[config.mk]
export PLATFORM = sky130hd
export DESIGN_NAME = uart_receiver
export DESIGN_NICKNAME = d
export VERILOG_FILES = /design/src/rtl/uart_pkg.sv /design/src/rtl/uart_rx_sync.sv /design/src/rtl/uart_receiver.sv
export SDC_FILE = /design/constraint.sdc
export NUM_CORES = 1
export LEC_CHECK = 0
export CAP_MARGIN = 20
export CORE_MARGIN = 2
export CORE_UTILIZATION = 29
export CTS_BUF_LIST = sky130_fd_sc_hd__clkbuf_4 sky130_fd_sc_hd__clkbuf_8 sky130_fd_sc_hd__clkbuf_16
export DETAILED_ROUTE_END_ITERATION = 8
export GPL_ROUTABILITY_DRIVEN = 0
export GPL_TIMING_DRIVEN = 0
export SETUP_SLACK_MARGIN = 0.05
export SYNTH_ARGS = -nofsm -noshare
export SYNTH_HDL_FRONTEND = slang
export SYNTH_SLANG_ARGS = --single-unit
[constraint.sdc]
create_clock -name bclk -period 4.7 [get_ports bclk]
set_clock_uncertainty 0.15 [all_clocks]
set_input_delay 0.47 -clock bclk [delete_from_list [all_inputs] [get_ports bclk]]
set_output_delay 0.47 -clock bclk [all_outputs]
set_load 0.005 [all_outputs]
[src/rtl/uart_pkg.sv]
// Shared UART definitions: receiver state encoding, default frame constants
// (also used by the transmitter) and the even-parity helper.
package uart_pkg;

   localparam int UART_OVERSAMPLE = 16;
   localparam int UART_DATA_BITS  = 8;

   typedef enum logic [2:0] {
      IDLE   = 3'd0,
      START  = 3'd1,
      DATA   = 3'd2,
      PARITY = 3'd3,
      STOP   = 3'd4
   } rx_state_t;

   // Even parity check: nonzero when data bits plus parity bit have odd weight
   function automatic logic even_parity_err(input logic [UART_DATA_BITS-1:0] data,
                                            input logic par);
      return (^data) ^ par;
   endfunction

endpackage

[src/rtl/uart_rx_sync.sv]
// Two-flop synchronizer for the asynchronous serial line plus a registered
// falling-edge detector. fall_pulse is high in the same cycle that rxs first
// shows the new low level.
module uart_rx_sync (
   input  logic bclk,
   input  logic rst,
   input  logic rx_data,
   output logic rxs,
   output logic fall_pulse
);

   logic s1_r;
   logic s2_r;
   logic fall_r;

   // Synchronize the line (idle-high reset) and flag the high-to-low transition
   always_ff @(posedge bclk or negedge rst) begin
      if (!rst) begin
         s1_r   <= 1'b1;
         s2_r   <= 1'b1;
         fall_r <= 1'b0;
      end else begin
         s1_r   <= rx_data;
         s2_r   <= s1_r;
         fall_r <= s2_r & ~s1_r;
      end
   end

   assign rxs        = s2_r;
   assign fall_pulse = fall_r;

endmodule

[src/rtl/uart_receiver.sv]
// UART receive path: oversampled start-bit qualification, LSB-first data
// capture, stop-bit check and host handshake (rx_status / rd_ack / overrun).
// Optional even parity is compiled in with `define UART_RX_PARITY_EN.
module uart_receiver
   import uart_pkg::*;
#(
   parameter int OVERSAMPLE = UART_OVERSAMPLE,
   parameter int DATA_BITS  = UART_DATA_BITS
) (
   input  logic                 bclk,
   input  logic                 rst,
   input  logic                 rx_en,
   input  logic                 rx_data,
   input  logic                 rd_ack,
   output logic [DATA_BITS-1:0] RBR,
   output logic                 rx_status,
   output logic                 frame_err,
   output logic                 overrun
`ifdef UART_RX_PARITY_EN
  ,output logic                 parity_err
`endif
);

   localparam int TW = $clog2(OVERSAMPLE);
   localparam int BW = $clog2(DATA_BITS + 1);
   // The IDLE->START transition edge counts as the first half-bit tick,
   // which puts every later sample in the middle of its bit period.
   localparam logic [TW-1:0] HALF_TICK = TW'(OVERSAMPLE / 2 - 2);
   localparam logic [TW-1:0] LAST_TICK = TW'(OVERSAMPLE - 1);
   localparam logic [BW-1:0] LAST_BIT  = BW'(DATA_BITS - 1);

   logic                 rxs;
   logic                 fall_pulse;
   rx_state_t            state_r;
   logic [TW-1:0]        tick_r;
   logic [BW-1:0]        bit_r;
   logic [DATA_BITS-1:0] shift_r;
   logic                 stop_r;
   logic                 done_r;
   logic [DATA_BITS-1:0] rbr_r;
   logic                 status_r;
   logic                 ferr_r;
   logic                 ovr_r;
`ifdef UART_RX_PARITY_EN
   logic                 par_r;
   logic                 perr_r;
`endif

   uart_rx_sync u_sync (
      .bclk       (bclk),
      .rst        (rst),
      .rx_data    (rx_data),
      .rxs        (rxs),
      .fall_pulse (fall_pulse)
   );

   // Frame FSM: tick/bit counting, mid-bit sampling, completion strobe
   always_ff @(posedge bclk or negedge rst) begin
      if (!rst) begin
         state_r <= IDLE;
         tick_r  <= '0;
         bit_r   <= '0;
         shift_r <= '0;
         stop_r  <= 1'b0;
         done_r  <= 1'b0;
`ifdef UART_RX_PARITY_EN
         par_r   <= 1'b0;
`endif
      end else begin
         done_r <= 1'b0;
         case (state_r)
            IDLE: begin
               if (rx_en && fall_pulse) begin
                  state_r <= START;
                  tick_r  <= '0;
               end
            end
            START: begin
               if (!rx_en) begin
                  state_r <= IDLE;
               end else if (tick_r == HALF_TICK) begin
                  tick_r <= '0;
                  bit_r  <= '0;
                  // A line that is high again at mid start bit was a glitch
                  state_r <= rxs ? IDLE : DATA;
               end else begin
                  tick_r <= tick_r + TW'(1);
               end
            end
            DATA: begin
               if (!rx_en) begin
                  state_r <= IDLE;
               end else if (tick_r == LAST_TICK) begin
                  tick_r  <= '0;
                  shift_r <= {rxs, shift_r[DATA_BITS-1:1]};
                  if (bit_r == LAST_BIT) begin
                     bit_r <= '0;
`ifdef UART_RX_PARITY_EN
                     state_r <= PARITY;
`else
                     state_r <= STOP;
`endif
                  end else begin
                     bit_r <= bit_r + BW'(1);
                  end
               end else begin
                  tick_r <= tick_r + TW'(1);
               end
            end
`ifdef UART_RX_PARITY_EN
            PARITY: begin
               if (!rx_en) begin
                  state_r <= IDLE;
               end else if (tick_r == LAST_TICK) begin
                  tick_r  <= '0;
                  par_r   <= rxs;
                  state_r <= STOP;
               end else begin
                  tick_r <= tick_r + TW'(1);
               end
            end
`endif
            STOP: begin
               if (!rx_en) begin
                  state_r <= IDLE;
               end else if (tick_r == LAST_TICK) begin
                  tick_r  <= '0;
                  stop_r  <= rxs;
                  done_r  <= 1'b1;
                  state_r <= IDLE;
               end else begin
                  tick_r <= tick_r + TW'(1);
               end
            end
            default: begin
               state_r <= IDLE;
               tick_r  <= '0;
               bit_r   <= '0;
            end
         endcase
      end
   end

   // Host side: load RBR and flags on completion, or drop the byte as overrun
   always_ff @(posedge bclk or negedge rst) begin
      if (!rst) begin
         rbr_r    <= '0;
         status_r <= 1'b0;
         ferr_r   <= 1'b0;
         ovr_r    <= 1'b0;
`ifdef UART_RX_PARITY_EN
         perr_r   <= 1'b0;
`endif
      end else if (done_r) begin
         // A read in the completion cycle frees RBR for the new byte
         if (!status_r || rd_ack) begin
            rbr_r    <= shift_r;
            status_r <= 1'b1;
            ferr_r   <= ~stop_r;
`ifdef UART_RX_PARITY_EN
            perr_r   <= even_parity_err(shift_r, par_r);
`endif
         end else begin
            ovr_r <= 1'b1;
         end
      end else if (rd_ack) begin
         status_r <= 1'b0;
         ovr_r    <= 1'b0;
      end else begin
         status_r <= status_r;
      end
   end

   assign RBR       = rbr_r;
   assign rx_status = status_r;
   assign frame_err = ferr_r;
   assign overrun   = ovr_r;
`ifdef UART_RX_PARITY_EN
   assign parity_err = perr_r;
`endif

endmodule

Yosys cells after proc, flatten, opt, wreduce, memory -nomap -nowiden
Cells that the tools add are included.
{"block": "classes", "n_addsub": 2, "mul": 0, "n_div": 0, "n_lt_le_gt_ge": 0, "n_eq_ne": 18, "shift": 0, "muxes": 30, "n_bitwise": 4, "n_reduce_logical": 15}
{"op": "4-bit two-way mux", "n": 10}
{"op": "3-bit two-way mux", "n": 8}
{"op": "4-bit case mux with 3 select lines", "n": 2}
{"op": "2-bit != test (second input constant)", "n": 6}
{"op": "3-bit != test (second input constant)", "n": 4}
{"op": "3-bit case mux with 4 select lines", "n": 1}
{"op": "5-bit AND reduction", "n": 2}
{"op": "3-bit AND reduction", "n": 3}
{"op": "4-bit by 1-bit adder with 4-bit output (second input constant)", "n": 2}
{"op": "4-bit by 3-bit == test with 1-bit output (second input constant)", "n": 2}
{"op": "1-bit two-way mux", "n": 8}
{"op": "2-bit AND reduction", "n": 3}
{"op": "4-bit == test (second input constant)", "n": 1}
{"op": "2-bit by 1-bit != test with 1-bit output (second input constant)", "n": 2}
{"op": "2-bit OR reduction", "n": 2}
{"op": "3-bit by 1-bit == test with 1-bit output (second input constant)", "n": 1}
{"op": "3-bit by 2-bit == test with 1-bit output (second input constant)", "n": 1}
{"op": "3-bit == test (second input constant)", "n": 1}
{"op": "3-bit zero test", "n": 1}
{"op": "1-bit inverter", "n": 3}
{"op": "2-bit two-way mux", "n": 1}
{"op": "2-bit nonzero test", "n": 1}
{"op": "1-bit bitwise AND", "n": 1}
{"op": "1-bit logical AND", "n": 1}
{"op": "other kinds (2)", "n": 2}
{"block": "word_totals", "regBits": 35, "latchBits": 0, "mem_bits_rw": 0, "rom_bits": 0, "output_inout_bits": 11, "mem_count": 0}

Logic depth before layout (Yosys ltp)
Gate-level depths: netlist (run 1).
{"block": "logic_depth", "ltp_word": 5, "mapped_depth": 6, "depth_no_buf": 6}

Hierarchy
A second synthesis (run 1) with hierarchy kept.
{"block": "hier_totals", "cells_unflattened": 126, "area_unflattened_um2": 1542.7}
{"module": "uart_receiver", "n_inst": 1, "cells_each": 122, "area_each_um2": 1451.4}
{"module": "uart_rx_sync", "n_inst": 1, "cells_each": 4, "area_each_um2": 91.3}

Least setup slack after synthesis (run 1)
OpenSTA, ideal clock, no wires.
{"block": "synth_path", "path_kind": "reg-to-reg", "from": "reg tick_r[0]", "to": "reg shift_r[0]", "setup_ns": 0.127, "arrival_time_ns": 1.459, "required_ns": 4.423, "slack_ns": 2.964, "path_stages_with_launch": 6, "synth_period_minus_slack_ns": 1.736, "cell_sequence": "dfrtp_1 ha_1 and4_1 and3_1 buf_6 mux2_1"}
{"block": "synth_via", "elab_chain_len": 2}
{"element": "start: declaration", "line": "uart_receiver.sv:35", "source": "logic [TW-1:0] tick_r;"}
{"element": "start signal: assignment", "line": "uart_receiver.sv:87", "source": "tick_r <= tick_r + TW'(1);"}
{"element": "start signal: assignment", "line": "uart_receiver.sv:107", "source": "tick_r <= tick_r + TW'(1);"}
{"element": "start signal: assignment", "line": "uart_receiver.sv:132", "source": "tick_r <= tick_r + TW'(1);"}
{"element": "4-bit == test", "line": "uart_receiver.sv:93", "source": "end else if (tick_r == LAST_TICK) begin"}
{"element": "3-bit AND reduction (no source line)"}
{"element": "end signal: assignment", "line": "uart_receiver.sv:95", "source": "shift_r <= {rxs, shift_r[DATA_BITS-1:1]};"}
{"element": "end: declaration", "line": "uart_receiver.sv:37", "source": "logic [DATA_BITS-1:0] shift_r;"}
No other way between the ends.
A chain may end at the register's enable or synchronous reset.

Final worst setup path (run 1)
{"block": "layout_path", "from": "in rx_en", "to": "reg shift_r[5]"}
{"block": "layout_via", "elab_chain_len": 1}
{"element": "start: declaration", "line": "uart_receiver.sv:12", "source": "input logic rx_en,"}
{"element": "3-bit AND reduction (no source line)"}
No other way between the ends.

==> metrics.cfg, run 1 <==
[run_status]
status = complete, no violations

[global_route]
grt_usage = 0.102
antenna_found_initial = 0
grt_pass1_wl_um = 4860
gr-total-overflow = 0
grt_start_max_net_pins = 36
grt_pass1_vias = 1058

[worst_setup_path]
cp_cell_sequence = clkdlybuf4s50_1 -> and4_1 -> and3_1 -> buf_6 -> mux2_1
slowest_stage = clkdlybuf4s50_1
path_max_fanout = 10
path_class = in -> reg
critical-path-max-stage-delay_ns = 0.63
worstPathRequired_ns = 4.71
startpoint_type = input port
cp-end-kind = flip-flop
critPathArrivalTime_ns = 2.08

[clocking]
cts.path.max_buffers = 2
numCtsBuffers = 5
tritoncts = yes
htreeDepth = 2
clk_pin_slew_ns = 0.07
ctsHoldBuffers = 0
clockRootBuffer = clkbuf_8
post_cts_buffers = 0
clkSinkCount = 35
clock_latency_ns = 0.28
cts_resized = 0

[yosys]
synth_edf_count = 0
synth.area.top_cells = dfrtp_1 52%, mux2_2 6.4%, mux2_1 5.7%, dfstp_2 3.3%, ha_1 2.4%
yosysTopAreaCell = dfrtp_1
synth_cell_type_count = 40
ys.flop_type = dfrtp_1
synth_area_um2 = 1580
netlist.area_leader.share = 0.523
synth_nets = 135
postSynthAreaPerCell_um2 = 12.4
synth_seq_area_share = 0.556
ys_warn_count = 0
ys_ff_latch = 35
async_flop_share = 1.00
synthCells = 127

[timing]
fmax_ghz = 0.484
fin_setup_tns_ns = 0
fin_crit_sh = 0.440
rsz0062_at_grt = false
worst_pin_slew_ns = 0.753
relSlewSlack = 0.498
hold_viol = 0
drv_slew = 0
setup_viol = 0
post-route-min-period_ns = 2.07

[pwr]
powerDensity_nw_per_um2 = 324
irDropWorstVdd_uv = 281
p_leak_nw = 0.886

[routing]
vias = 1048
drt_iter0_markers = 47
viasPerCell = 4.76
avgRoutedWirePerCell_um = 12.6
dr.pass1.iters = 4
wirelength_um = 2760
postRouteAntennaNets = 0
remaining_drc_errors = 0

[place]
dpl.hpwl_um = 2010
port-buffer-count = 15

[finish]
antennaDiodeCount = 0
nets = 157
drive_gt1_frac = 0.193
synthToLayoutAreaGrowth_pct = 21.3
fin_util = 0.370

[floorplan]
rows = 26
io-pin-count = 16
design.core.area_um2 = 5170
start_util = 0.305
dieArea_um2 = 6050
die_w_um = 77.8
die_y_um = 77.8

[worst_hold_path]
min_path_type = in -> async

[job]
drv_cap = 0

-- critical path: cells and delay by family --
kind	cells	cell delay, ns
buf+inv	2	0.78
mux	1	0.33
simple gates	2	0.50
-- report_power, final --
| part | switching (W) | internal [W] | leakage [nW] | total (W) |
|---|---|---|---|---|
| Sequential | 0.0000123 | 0.000313 | 0.477 | 0.000325 |
| Clock | 0.000102 | 0.000139 | 0.0549 | 0.000241 |
| Combinational | 0.0000326 | 0.0000220 | 0.354 | 0.0000546 |
| Total | 0.000146 | 0.000474 | 0.886 | 0.000621 |
-- worst paths after layout --
kind / startpoint / depth (start not counted) / end / slack [ns]
max: rx_en / 5 / shift_r[5] / 2.63
min: rst / 1 / RBR[2] / 0.1
max reg2reg: tick_r[0] / 5 / shift_r[5] / 2.80
min reg2reg: u_sync.s1_r / 0 / u_sync.rxs / 0.21
max in group asynchronous: rst / 1 / RBR[4] / 3.81
min in group bclk: u_sync.s1_r / 0 / u_sync.rxs / 0.21
-- registers in the layout, summed over array words and instances, names as in the netlist --
signal             flops
RBR                    8
shift_r                8
bit_r                  4
tick_r                 4
state_r                3
done_r                 1
frame_err              1
overrun                1
rx_status              1
stop_r                 1
u_sync.fall_pulse      1
u_sync.rxs             1
u_sync.s1_r            1
-- synthesized netlist by cell type (3+ instances only) --
| cell type | count |
|---|---|
| nor3_1 | 3 |
| buf_6 | 3 |
| nand3_1 | 3 |
| ha_1 | 3 |
| nand2_1 | 10 |
| o21ai_0 | 4 |
| nor2_1 | 6 |
| mux2_2 | 9 |
| o21ai_1 | 4 |
| dfrtp_1 | 33 |
| nor2b_1 | 3 |
| mux2_1 | 8 |
| and3_1 | 3 |
-- cells in the final DEF, fill, tap and decap left out, types with 3 or more instances in the layout --
cell type         n
dfrtp_1          33
clkdlybuf4s50_1  14
nand2_1          10
mux2_2            9
mux2_1            8
clkbuf_8          7
nor2_1            6
o21ai_0           4
o21ai_1           4
buf_6             3
and3_1            3
nor2b_1           3
nor3_1            3
nand3_1           3
ha_1              3
-- through the flow --
step                cell area, µm²  cells  hold slack, ns  setup WS, ns  power [W]
floorplan                     1580    127          0.0244          2.96   0.000364
global route                  1920    220           0.168          2.57   0.000655
detailed placement            1810    212           0.207          2.33   0.000387
global placement              1820    212           0.205          2.30   0.000382
finish                        1920    220          0.0993          2.63   0.000621
CTS                           1920    220           0.134          2.63   0.000632
-- final cells by class --
cell class | count | area [µm²]
Clock buffer | 8 | 104
Inverter | 2 | 7.51
Tap cell | 70 | 87.6
Multi-Input combinational cell | 86 | 654
Buffer | 4 | 38.8
Timing Repair Buffer | 15 | 145
Fill cell | 503 | 3260
Sequential cell | 35 | 878
-- layer usage --
metal | routed length, µm | part of all wire | track usage | up-vias
met4 | 38 | 0.014 | 0.0482 | 0
met3 | 92 | 0.033 | 0.0267 | 4
met5 | 0 | 0 | 0 | -
met1 | 1320 | 0.48 | 0.128 | 520
li1 | - | - | - | 509
met2 | 1320 | 0.48 | 0.163 | 15
-- cell families (layout without fill, tap and decap cells) --
| logic type | Yosys count | count (layout) | synth area share |
|---|---|---|---|
| buffers and inverters | 6 | 29 | 0.0293 |
| adders and majority gates | 3 | 3 | 0.0238 |
| and+or+nand+nor | 43 | 43 | 0.163 |
| xor gates and xnor gates | 1 | 1 | 0.00555 |
| muxes | 20 | 20 | 0.143 |
| DFF | 35 | 35 | 0.556 |
| AOI/OAI and AO/OA | 19 | 19 | 0.0785 |
Note: power is estimated with default switching activity, not from simulation.
==> inputs of run 2 (changes only) <==
==> constraint.sdc (replaced) <==
create_clock -name bclk -period 2.15 [get_ports bclk]
set_clock_uncertainty 0.15 [all_clocks]
set_input_delay 0.215 -clock bclk [delete_from_list [all_inputs] [get_ports bclk]]
set_output_delay 0.215 -clock bclk [all_outputs]
set_load 0.005 [all_outputs]
==> metrics.cfg, run 2 (synthesis gave the netlist of run 1 again) <==
[timing]
drv_slew = 0
rsz0062_at_grt = false
fmax_ghz = 0.525
fin_setup_tns_ns = 0
post-route-min-period_ns = 1.90
setup_viol = 0
relSlewSlack = 0.494
hold_viol = 0
fin_crit_sh = 0.885
worst_pin_slew_ns = 0.760

[clocking]
clock_latency_ns = 0.28
numCtsBuffers = 5
cts.path.max_buffers = 2
htreeDepth = 2
clockRootBuffer = clkbuf_8
tritoncts = yes
clkSinkCount = 35
clk_pin_slew_ns = 0.07

[place]
post_dp_cell_area_um2 = 1810
port-buffer-count = 15
dpl.hpwl_um = 2010

[worst_setup_path]
startpoint_type = flip-flop
ff2ff_setup_slack_ns = 0.25
path_max_fanout = 10
critPathArrivalTime_ns = 1.91
cp-end-kind = flip-flop
path_class = reg -> reg
worstPathRequired_ns = 2.16

[finish]
nets = 158
fin_util = 0.372
antennaDiodeCount = 0
n_fill_cell = 501
final_common_cell = dfrtp_1
synthToLayoutAreaGrowth_pct = 21.9
drive_gt1_frac = 0.192
postLayoutCellArea_um2 = 1930
layout_common_cells = 33 x dfrtp_1, 14 x clkdlybuf4s50_1, 10 x nand2_1

[floorplan]
rows = 26
dieArea_um2 = 6050
start_util = 0.305
die_y_um = 77.8
die_w_um = 77.8
design.core.area_um2 = 5170
io-pin-count = 16

[global_route]
grt_pass1_wl_um = 4870
grt_start_max_net_pins = 36
antenna_found_initial = 0
grt_usage = 0.102
grt_pass1_vias = 1059
gr-total-overflow = 0

[pwr]
powerDensity_nw_per_um2 = 705
irDropWorstVdd_uv = 614
p_leak_nw = 0.890

[routing]
vias = 1057
avgRoutedWirePerCell_um = 12.6
viasPerCell = 4.78
postRouteAntennaNets = 0
dr.pass1.iters = 2
drt_iter0_markers = 52
remaining_drc_errors = 0
wirelength_um = 2780

[worst_hold_path]
min_path_type = in -> reg

[job]
drv_cap = 0

[run_status]
status = complete, no violations

-- run 2: cell count changes in the layout (fill, tap and decap cells not counted) --
cell and change:
dlygate4sd3_1 +1
-- run 2: power by group --
group	switching [W]	internal, W	total, W	leakage (nW)
logic	0.0000718	0.0000493	0.000121	0.358
clock network	0.000220	0.000305	0.000525	0.0549
registers	0.0000267	0.000684	0.000711	0.477
-- run 2: final timing paths --
kind / from / to / cells after the start
setup / recovery: tick_r[0] / shift_r[5] / 5
hold / removal: rx_data / u_sync.s1_r / 1
setup reg to reg: tick_r[0] / shift_r[5] / 5
hold reg to reg: u_sync.s1_r / u_sync.rxs / 0
max in group asynchronous: rst / RBR[4] / 2
min in group asynchronous: rst / overrun / 2
-- run 2: layer usage --
layer  routed length, µm  global-route usage  part of all wire  vias to the layer above
li1                    -                   -                 -                      511
met1                1310               0.129              0.47                      526
met2                1340               0.164              0.48                       15
met3                  84              0.0256             0.030                        5
met4                  42              0.0482             0.015                        0
met5                   0                   0                 0                        -
-- run 2: through the flow --
stage | std cells | hold WS (ns) | setup slack [ns] | total power, W
6_report | 221 | 0.193 | 0.246 | 0.00136
5_1_grt | 221 | 0.201 | 0.166 | 0.00143
4_1_cts | 221 | 0.188 | 0.219 | 0.00138
3_5_place_dp | 212 | 0.184 | 0.0377 | 0.000846
3_3_place_gp | 212 | 0.205 | 0.000277 | 0.000834
2_1_floorplan | 127 | -0.231 | 0.414 | 0.000796
-- run 2: timing repair --
action | 4_1_cts | 5_1_grt
endpoints found under the hold margin | 33 | 0
buffers inserted | 0 | 0
gates resized for setup | 0 | 0
setup endpoints to repair | 0 | 0
hold buffers | 1 | 0
-- run 2: final cells by class --
cell class	count	area, µm²	area share
plain buffers	4	38.8	0.0201
clock buffers	8	104	0.0539
inverters	2	7.51	0.00390
multi-input cells	86	654	0.340
flip-flops and latches	35	878	0.456
well taps	70	87.6	0.0455
repair buffers	16	155	0.0806
-- run 2: critical path: stages (launching register included) --
cell and delay, ns:
dfrtp_1 0.41, ha_1 0.26, and4_1 0.28, and3_1 0.19, buf_6 0.15, mux2_1 0.33
